==> config.mk <==
export PLATFORM = sky130hd
export DESIGN_NAME = decode_stage
export DESIGN_NICKNAME = d
export VERILOG_FILES = /design/src/rtl/rv_pkg.sv /design/src/rtl/decode_stage_imm_gen.sv /design/src/rtl/decode_stage.sv
export SDC_FILE = /design/constraint.sdc
export NUM_CORES = 1
export LEC_CHECK = 0
export CAP_MARGIN = 20
export CORE_MARGIN = 4
export CORE_UTILIZATION = 45
export DETAILED_ROUTE_END_ITERATION = 16
export PLACE_DENSITY = 0.81
export SYNTH_ARGS = -nofsm -noshare
export SYNTH_HDL_FRONTEND = slang
export SYNTH_HIERARCHICAL = 1
export SYNTH_SLANG_ARGS = --single-unit
==> constraint.sdc <==
create_clock -name clock -period 9.2 [get_ports clock]
set_clock_uncertainty 0.2 [all_clocks]
set_input_delay 1.84 -clock clock [delete_from_list [all_inputs] [get_ports clock]]
set_output_delay 1.84 -clock clock [all_outputs]
set_load 0.03 [all_outputs]
==> src/rtl/rv_pkg.sv <==
// Shared RV32I definitions: datapath width, NOP encoding, opcodes, ALU ops,
// immediate-format selector and the decode-stage FSM state type.
package rv_pkg;

    localparam int          XLEN      = 32;
    localparam logic [31:0] NOP_INSTR = 32'h0000_0013;  // addi x0,x0,0

    localparam logic [6:0] OP_R      = 7'b0110011;
    localparam logic [6:0] OP_I      = 7'b0010011;
    localparam logic [6:0] OP_LOAD   = 7'b0000011;
    localparam logic [6:0] OP_STORE  = 7'b0100011;
    localparam logic [6:0] OP_BRANCH = 7'b1100011;

    // ALU op is {alt bit, funct3}; branches compare by subtraction.
    localparam logic [3:0] ALU_ADD = 4'b0000;
    localparam logic [3:0] ALU_SUB = 4'b1000;

    typedef enum logic [1:0] {
        IMM_I = 2'd0,
        IMM_S = 2'd1,
        IMM_B = 2'd2
    } imm_sel_t;

    typedef enum logic {
        ST_RUN    = 1'b0,
        ST_BUBBLE = 1'b1
    } dec_state_t;

endpackage

==> src/rtl/decode_stage_imm_gen.sv <==
// Combinational immediate generator for the I, S and B formats.
module imm_gen
    import rv_pkg::*;
#(
    parameter int XLEN = rv_pkg::XLEN
) (
    input  logic [31:0]     instr,
    input  imm_sel_t        sel,
    output logic [XLEN-1:0] imm
);

    // Sign-extend the format-specific immediate bits from instr[31].
    always_comb begin
        imm = '0;
        case (sel)
            IMM_I:   imm = {{(XLEN-12){instr[31]}}, instr[31:20]};
            IMM_S:   imm = {{(XLEN-12){instr[31]}}, instr[31:25], instr[11:7]};
            IMM_B:   imm = {{(XLEN-12){instr[31]}}, instr[7], instr[30:25], instr[11:8], 1'b0};
            default: imm = '0;
        endcase
    end

endmodule

==> src/rtl/decode_stage.sv <==
// RV32I decode stage: IF/ID register, field decode, writeback bypass,
// load-use hazard detection with a one-cycle bubble, and the ID/EX register.
//
// Handshake: InValid qualifies InstrIn/PcIn. The IF/ID register accepts them
// on a rising edge when Flush=0 and Stall=0; while Stall=1 the fetch stage
// must hold PC and re-present nothing new (the offered word is not taken).
module decode_stage
    import rv_pkg::*;
#(
    parameter int          XLEN      = rv_pkg::XLEN,
    parameter logic [31:0] NOP_INSTR = rv_pkg::NOP_INSTR
) (
    input  logic            clock,
    input  logic            reset,
    input  logic [31:0]     InstrIn,
    input  logic [XLEN-1:0] PcIn,
    input  logic            InValid,
    input  logic            Flush,
    output logic [4:0]      ReadReg1,
    output logic [4:0]      ReadReg2,
    input  logic [XLEN-1:0] ReadData1,
    input  logic [XLEN-1:0] ReadData2,
    input  logic            WbRegWrite,
    input  logic [4:0]      WbWriteReg,
    input  logic [XLEN-1:0] WbWriteData,
    output logic            Stall,
    output logic            ExValid,
    output logic [XLEN-1:0] ExPc,
    output logic [XLEN-1:0] ExRs1Data,
    output logic [XLEN-1:0] ExRs2Data,
    output logic [XLEN-1:0] ExImm,
    output logic [4:0]      ExRd,
    output logic [4:0]      ExRs1,
    output logic [4:0]      ExRs2,
    output logic [3:0]      ExAluOp,
    output logic            ExAluSrc,
    output logic            ExMemRead,
    output logic            ExMemWrite,
    output logic            ExRegWrite,
    output logic            ExMemToReg,
    output logic            ExBranch,
    output logic            IllegalInstr,
    output dec_state_t      dbg_state
);

    logic [31:0]     ifid_instr;
    logic [XLEN-1:0] ifid_pc;
    logic            ifid_valid;
    dec_state_t      state;

    logic [6:0] opcode;
    logic [4:0] rd, rs1, rs2;
    logic [2:0] funct3;

    assign opcode = ifid_instr[6:0];
    assign rd     = ifid_instr[11:7];
    assign funct3 = ifid_instr[14:12];
    assign rs1    = ifid_instr[19:15];
    assign rs2    = ifid_instr[24:20];

    assign ReadReg1  = rs1;
    assign ReadReg2  = rs2;
    assign dbg_state = state;

    logic       legal, uses_rs2, reg_write, alu_src, mem_read, mem_write, mem_to_reg, branch;
    logic [3:0] alu_op;
    imm_sel_t   imm_sel;
    logic [XLEN-1:0] imm;

    // Opcode decode into control bits; unsupported opcodes leave everything 0.
    always_comb begin
        legal      = 1'b0;
        uses_rs2   = 1'b0;
        reg_write  = 1'b0;
        alu_src    = 1'b0;
        mem_read   = 1'b0;
        mem_write  = 1'b0;
        mem_to_reg = 1'b0;
        branch     = 1'b0;
        alu_op     = ALU_ADD;
        imm_sel    = IMM_I;
        case (opcode)
            OP_R: begin
                legal     = 1'b1;
                uses_rs2  = 1'b1;
                reg_write = 1'b1;
                alu_op    = {ifid_instr[30], funct3};
            end
            OP_I: begin
                legal     = 1'b1;
                reg_write = 1'b1;
                alu_src   = 1'b1;
                // Only SRAI carries the alternate bit (imm[10]); other I-ops ignore it.
                alu_op    = {(funct3 == 3'b101) && ifid_instr[30], funct3};
            end
            OP_LOAD: begin
                legal      = 1'b1;
                reg_write  = 1'b1;
                alu_src    = 1'b1;
                mem_read   = 1'b1;
                mem_to_reg = 1'b1;
            end
            OP_STORE: begin
                legal     = 1'b1;
                uses_rs2  = 1'b1;
                alu_src   = 1'b1;
                mem_write = 1'b1;
                imm_sel   = IMM_S;
            end
            OP_BRANCH: begin
                legal    = 1'b1;
                uses_rs2 = 1'b1;
                branch   = 1'b1;
                alu_op   = ALU_SUB;
                imm_sel  = IMM_B;
            end
            default: legal = 1'b0;
        endcase
    end

    imm_gen #(.XLEN(XLEN)) u_imm_gen (
        .instr (ifid_instr),
        .sel   (imm_sel),
        .imm   (imm)
    );

    logic [XLEN-1:0] rs1_data, rs2_data;

    // Register file writes land at the edge, so same-cycle writeback is bypassed here.
    always_comb begin
        rs1_data = ReadData1;
        rs2_data = ReadData2;
        if (rs1 == 5'd0)
            rs1_data = '0;
        else if (WbRegWrite && WbWriteReg == rs1)
            rs1_data = WbWriteData;
        if (rs2 == 5'd0)
            rs2_data = '0;
        else if (WbRegWrite && WbWriteReg == rs2)
            rs2_data = WbWriteData;
    end

    logic hazard, issue;

    assign hazard = ifid_valid && ExValid && ExMemRead && (ExRd != 5'd0) &&
                    ((ExRd == rs1) || (uses_rs2 && (ExRd == rs2)));
    assign Stall  = hazard && (state == ST_RUN);
    assign issue  = !Flush && !Stall && ifid_valid && legal;

    // IF/ID register: flush kills, stall holds, otherwise accept fetch.
    always_ff @(posedge clock or posedge reset) begin
        if (reset) begin
            ifid_instr <= NOP_INSTR;
            ifid_pc    <= '0;
            ifid_valid <= 1'b0;
        end else if (Flush) begin
            ifid_instr <= NOP_INSTR;
            ifid_pc    <= '0;
            ifid_valid <= 1'b0;
        end else if (!Stall) begin
            ifid_instr <= InstrIn;
            ifid_pc    <= PcIn;
            ifid_valid <= InValid;
        end
    end

    // ID/EX register and RUN/BUBBLE state; non-issued cycles load an all-zero bubble.
    always_ff @(posedge clock or posedge reset) begin
        if (reset) begin
            state        <= ST_RUN;
            ExValid      <= 1'b0;
            ExPc         <= '0;
            ExRs1Data    <= '0;
            ExRs2Data    <= '0;
            ExImm        <= '0;
            ExRd         <= '0;
            ExRs1        <= '0;
            ExRs2        <= '0;
            ExAluOp      <= '0;
            ExAluSrc     <= 1'b0;
            ExMemRead    <= 1'b0;
            ExMemWrite   <= 1'b0;
            ExRegWrite   <= 1'b0;
            ExMemToReg   <= 1'b0;
            ExBranch     <= 1'b0;
            IllegalInstr <= 1'b0;
        end else begin
            case (state)
                ST_RUN:    state <= (Stall && !Flush) ? ST_BUBBLE : ST_RUN;
                ST_BUBBLE: state <= ST_RUN;
                default:   state <= ST_RUN;
            endcase
            ExValid      <= issue;
            ExPc         <= issue ? ifid_pc : '0;
            ExRs1Data    <= issue ? rs1_data : '0;
            ExRs2Data    <= (issue && uses_rs2) ? rs2_data : '0;
            ExImm        <= (issue && opcode != OP_R) ? imm : '0;
            ExRd         <= (issue && reg_write) ? rd : 5'd0;
            ExRs1        <= issue ? rs1 : 5'd0;
            ExRs2        <= (issue && uses_rs2) ? rs2 : 5'd0;
            ExAluOp      <= issue ? alu_op : 4'd0;
            ExAluSrc     <= issue && alu_src;
            ExMemRead    <= issue && mem_read;
            ExMemWrite   <= issue && mem_write;
            ExRegWrite   <= issue && reg_write;
            ExMemToReg   <= issue && mem_to_reg;
            ExBranch     <= issue && branch;
            IllegalInstr <= !Flush && !Stall && ifid_valid && !legal;
        end
    end

endmodule

==> flow_summary.toml, run 1 <==
[routing]
viasPerCell = 5.248
drc = 0
ant_nets = 0
dr.first_iter.drc_count = 479
wl_per_cell_um = 20.79
drt_pre_antenna_iters = 5
routed_wl_um = 29050
vias = 7332

[setup_path]
worstSetupEndpointType = "output pin"
slowest_stage = "clkdlybuf4s50_1"
crit_path_max_fanout = 6
critical_path_arrival_ps = 2750
crit_path_start_kind = "flop"
slowest_delay_ps = 690
r2r_cells = 5
crit_required_ps = 7160
r2r-end = "ExImm[31]"
cp_cell_sequence = "xor2_1 > nor3_1 > nand3_2 > nand2_1 > clkdlybuf4s50_1"
crit_type = "reg2out"
reg2reg_slack_ps = 6020
r2r_start = "ExRd[1]"

[synth]
synthTopCellsByArea = "dfrtp_1 (59%), mux2i_1 (7.5%), a21oi_1 (3.7%), and3_1 (3.6%), nand3_1 (3.6%)"
syn_nets = 997
yosys_warnings = 6
synth_seq_cells = 220
synth_seq_area_share_pct = 60.19
synth_largest_area_cell = "dfrtp_1"
ys_types = 42
synthesis.instances = 827
avgSynthCellArea_um2 = 11.07
syn_area_mm2 = 0.009153
synth_top_area_share_pct = 59.33

[clock_tree]
htreeDepth = 1
cts_tree = "built"
cts_sinks = 220
clockBufferDepth = 3
clk_pin_slew_ps = 60
cts_setup_buffers = 0
cts_made_buffers = 24
clk_latency_ps = 510
cts_resized = 0
cts.root.buffer_cell = "clkbuf_16"
ctsHoldBuffers = 0

[floorplanning]
fp-row-count = 51
dieArea_mm2 = 0.02268
die_y_um = 150.6
die_x_um = 150.6
start_util_pct = 46.42
coreArea_mm2 = 0.01972
io_pins = 337

[cells_and_area]
seq_area_mm2 = 0.005509
layout_common_cells = "clkdlybuf4s50_1 (335), dfrtp_1 (217), nor2_1 (81)"
layout_commonest_cell = "clkdlybuf4s50_1"
drive_above_1_share_pct = 6.139
multi_input_area_mm2 = 0.003142
nFillCells = 1483
nets = 1277
areaGrowthSynthToFinish_pct = 45.32

[grt]
overflow = 0
grtUsageTotal_pct = 24.67
grt_pass1_wl_um = 42920
grt_max_degree = 134
grt_antenna_before_repair = 8
grt_pass1_vias = 7404

[power]
leakagePower_uw = 0.005965
total_power_uw = 2162
peakVddDrop_v = 0.0001111
p_per_area_mw_per_mm2 = 162.6

[outcome]
outcome = "finished, final reports clean"

[sta]
fin_crit_sh_pct = 52.06
holdWs_ps = 292.2
setup_tns_ps = 0
hold_viol_final = 0
setup_viol = 0
worst_pin_slew_ps = 1120
finalMaxSlewViolations = 0
fmax_mhz = 208.8
fin_crit_ps = 4789
grt_setup_unrepaired = "no"
slew_headroom_pct = 25.35

[placement]
portBuffers = 336
gp_congestion = 0.8471
dpl.hpwl_um = 20130

[hold_path]
hold-path-cell-count = 1
hold_path_class = "reg2reg"
holdPathEnd = "ExPc[16]"
hold_path_startpoint = "ifid_pc[16]"

[flow_run]
maxCapViolCount = 0
==> through the flow <==
| step | utilization (%) | worst slack [ps] | cells | area [µm²] |
|---|---|---|---|---|
| 2_1_floorplan | - | 1144 | 827 | 9153 |
| 3_3_place_gp | 63.06 | 4409 | 1344 | 12430 |
| 3_5_place_dp | 63.06 | 4282 | 1344 | 12430 |
| 4_1_cts | 67.17 | 4369 | 1387 | 13250 |
| 5_1_grt | 67.44 | 4306 | 1396 | 13300 |
| 6_report | 67.45 | 4411 | 1397 | 13300 |
==> area by class of cell <==
cell class / count / area share [%]
sequential: 220 / 41.42
timing repair buffer: 347 / 26.02
multi-input combinational: 509 / 23.62
clock buffer: 37 / 5.644
tap: 265 / 2.493
clock inverter: 6 / 0.4516
inverter: 5 / 0.1976
antenna: 8 / 0.1505
==> metal layers <==
layer  global-route usage (%)  up-vias  share of wire, %
met5                        0        -             0.052
met4                    11.02        2               3.7
met3                    5.960       71               8.2
met2                    42.34      316                51
met1                    29.51     3567                37
li1                         -     3376                 -
==> kinds of logic after synthesis <==
kind of cell	Yosys count	share of synthesized area, %
mux	69	7.546
flops	220	60.19
xor+xnor	20	1.914
compound gates	142	8.408
simple gates	278	16.12
buf+inv	98	5.824
==> synthesized netlist by cell type <==
cell / count
a211o_1: 3
a211oi_4: 1
a21oi_1: 68
a31oi_1: 1
and2_1: 38
and2b_1: 1
and3_1: 53
and4_1: 1
and4bb_2: 1
buf_1: 2
buf_2: 22
buf_4: 33
buf_6: 1
clkbuf_1: 30
clkbuf_2: 5
dfrtp_1: 217
dfstp_2: 3
inv_1: 5
mux2i_1: 69
nand2_1: 12
nand2b_1: 1
nand3_1: 66
nand3b_1: 2
nand4_1: 4
nand4b_1: 1
nand4bb_4: 1
nor2_1: 81
nor2b_1: 1
nor2b_4: 1
nor3_1: 8
nor3_4: 1
nor4_1: 3
nor4_2: 1
o2111ai_1: 1
o211a_1: 1
o211ai_2: 1
o21ai_0: 54
o21ai_1: 8
o2bb2ai_1: 4
or4_1: 1
xnor2_1: 2
xor2_1: 18
==> how the worst max path moves through the flow <==
| stage | start | cells past startpoint | end |
|---|---|---|---|
| after floorplan | reset | 1 | ExAluOp[0] |
| after global placement | Flush | 7 | ExImm[27] |
| after detailed placement | Flush | 7 | ExImm[19] |
| after CTS | ifid_instr[15] | 5 | Stall |
| after global routing | ifid_instr[0] | 5 | Stall |
| final | ifid_instr[15] | 5 | Stall |
==> power by group <==
part / internal [µW] / switching (µW) / total [µW]
combinational: 103 / 86.4 / 189
clock: 588 / 382 / 969
sequential: 987 / 17.1 / 1000
==> critical path: cells and delay by family, from the launching register on <==
family,cells,cell delay (ps)
simple gates,3,780
buf+inv,1,690
flops,1,550
xor+xnor,1,220
==> flip-flops by register name, summed over array words and instances (netlist names), 4 cells and up <==
signal,flops
ifid_instr,32
ExRs1Data,32
ExRs1,5
ifid_pc,32
ExAluOp,4
ExRs2Data,32
ExRs2,5
ExImm,32
ExPc,32
ExRd,5
(Power assumes the default switching activity.)
==> run 2: changes to the inputs <==
--- a/config.mk
+++ b/config.mk
@@ -7,9 +7,9 @@
 export LEC_CHECK = 0
 export CAP_MARGIN = 20
 export CORE_MARGIN = 4
-export CORE_UTILIZATION = 45
+export CORE_UTILIZATION = 41
 export DETAILED_ROUTE_END_ITERATION = 16
-export PLACE_DENSITY = 0.81
+export PLACE_DENSITY = 0.78
 export SYNTH_ARGS = -nofsm -noshare
 export SYNTH_HDL_FRONTEND = slang
 export SYNTH_HIERARCHICAL = 1
==> constraint.sdc (replaced) <==
create_clock -name clock -period 4.4 [get_ports clock]
set_clock_uncertainty 0.2 [all_clocks]
set_input_delay 0.88 -clock clock [delete_from_list [all_inputs] [get_ports clock]]
set_output_delay 0.88 -clock clock [all_outputs]
set_load 0.03 [all_outputs]
==> run 2 against run 1 <==
- largest power group is now clock
- register-to-register slack lost 4700 ps
- clock power up 120%
- core utilization shrank 6.1 points
- highest routed layer is now met4
- setup slack lost 3900 ps
- cell count grew 1.3%
==> flow_summary.toml, run 2 (synthesis gave the netlist of run 1 again) <==
[cells_and_area]
layout_common_cells = "clkdlybuf4s50_1 (335), dfrtp_1 (217), nor2_1 (81)"
finalNonFillerCells = 1415
areaGrowthSynthToFinish_pct = 46.70
nets = 1285
multi_input_area_mm2 = 0.003153
layout_commonest_cell = "clkdlybuf4s50_1"
seq_area_mm2 = 0.005509
utilization_pct = 61.33
nFillCells = 1788
drive_above_1_share_pct = 6.890

[floorplanning]
die_y_um = 157.4
coreArea_mm2 = 0.02189
die_x_um = 157.4
io_pins = 337
start_util_pct = 41.81
fp-row-count = 54
dieArea_mm2 = 0.02478

[sta]
hold_viol_final = 0
holdWs_ps = 292.7
grt_setup_unrepaired = "no"
worst_pin_slew_ps = 1090
fin_crit_sh_pct = 87.82
slew_headroom_pct = 27.33
setup_tns_ps = 0
finalMaxSlewViolations = 0
fmax_mhz = 258.8
setup_viol = 0
fin_crit_ps = 3864

[clock_tree]
cts_tree = "built"
cts_setup_buffers = 0
htreeDepth = 1
ctsHoldBuffers = 0
cts_sinks = 220
cts_made_buffers = 24
clk_pin_slew_ps = 60
clk_latency_ps = 510
cts_resized = 0
cts.root.buffer_cell = "clkbuf_16"
clockBufferDepth = 3

[placement]
dp.cells = 1368
portBuffers = 336
dpl.hpwl_um = 20630
gp_congestion = 0.8751

[power]
power.share.switching_pct = 21.96
pwr-share-comb_pct = 8.6
pwr-share-clk_pct = 46.6
peakVddDrop_v = 0.0002306
p_per_area_mw_per_mm2 = 348.4
leakagePower_uw = 0.006031
seqPwrFrac_pct = 44.8
p_sw_uw = 1027
p_int_uw = 3650

[grt]
overflow = 0
grt_pass1_wl_um = 43320
grt_pass1_vias = 7437
grt_max_degree = 143
grt_antenna_before_repair = 3
grtUsageTotal_pct = 22.58

[setup_path]
crit_type = "reg2out"
cp.buffers_inverters = 1
slowest_stage = "clkdlybuf4s50_1"
worstSetupEndpointType = "output pin"
crit_path_start_kind = "flop"
cp_cell_sequence = "xor2_1 > nor3_1 > nand3_2 > nand2_1 > clkdlybuf4s50_1"
path_delay_family = "buffers and inverters"
slowest_delay_ps = 760
crit_path_max_fanout = 6
critical_path_arrival_ps = 2780
crit_required_ps = 3320

[routing]
drt_pre_antenna_iters = 4
vias = 7344
dr.first_iter.drc_count = 350
viasPerCell = 5.190
ant_nets = 0
drc = 0
wl_per_cell_um = 20.61
routed_wl_um = 29170

[hold_path]
hold_path_class = "reg2reg"

[flow_run]
maxCapViolCount = 0

[outcome]
outcome = "finished, final reports clean"
-- run 2: cell count changes in the layout (fill, tap and decap cells not counted), sizes merged --
cell / delta
buf: +8
bufinv: +3
clkbuf: -3
diode: -5
-- run 2: stage by stage --
stage / power, µW / setup WS, ps / instance area [µm²]
5_1_grt: 4838 / 387.6 / 13430
2_1_floorplan: 2308 / 454.4 / 9156
3_3_place_gp: 2527 / 1067 / 12540
4_1_cts: 4716 / 499.2 / 13410
6_report: 4678 / 536.1 / 13430
3_5_place_dp: 2535 / 1007 / 12540
-- run 2: path summary, 6_finish.rpt --
| path | slack [ps] | cells past startpoint | start | endpoint |
|---|---|---|---|---|
| min in group asynchronous | 720 | 3 | reset | ExRs1[4] |
| worst min-delay path | 290 | 1 | ifid_pc[1] | ExPc[1] |
| worst max-delay path | 540 | 5 | ifid_instr[16] | Stall |
| worst min register to register | 290 | 1 | ifid_pc[1] | ExPc[1] |
| max in group asynchronous | 2430 | 3 | reset | ExRs2Data[13] |
| worst max register to register | 1330 | 5 | ifid_instr[16] | ExRs2[4] |
-- run 2: cell type report --
type | count | area share (%)
sequential | 220 | 41.03
timing repair buffer | 355 | 26.17
multi-input combinational | 509 | 23.48
clock buffer | 34 | 5.358
tap | 280 | 2.609
clock inverter | 9 | 1.128
inverter | 5 | 0.1677
antenna | 3 | 0.05591
-- run 2: metal layers --
layer | part of all wire, % | up-vias | global-route usage [%]
li1 | - | 3385 | -
met1 | 37 | 3564 | 26.76
met2 | 51 | 331 | 39.91
met3 | 7.6 | 64 | 4.729
met4 | 4.3 | 0 | 9.422
met5 | 0 | - | 0
-- run 2: power by group through the flow --
stage | clock, µW | combinational [µW] | sequential (µW)
2_1_floorplan | 0 | 168 | 2140
3_3_place_gp | 0 | 396 | 2130
3_5_place_dp | 0 | 401 | 2130
4_1_cts | 2210 | 405 | 2100
5_1_grt | 2300 | 435 | 2100
6_report | 2180 | 402 | 2100
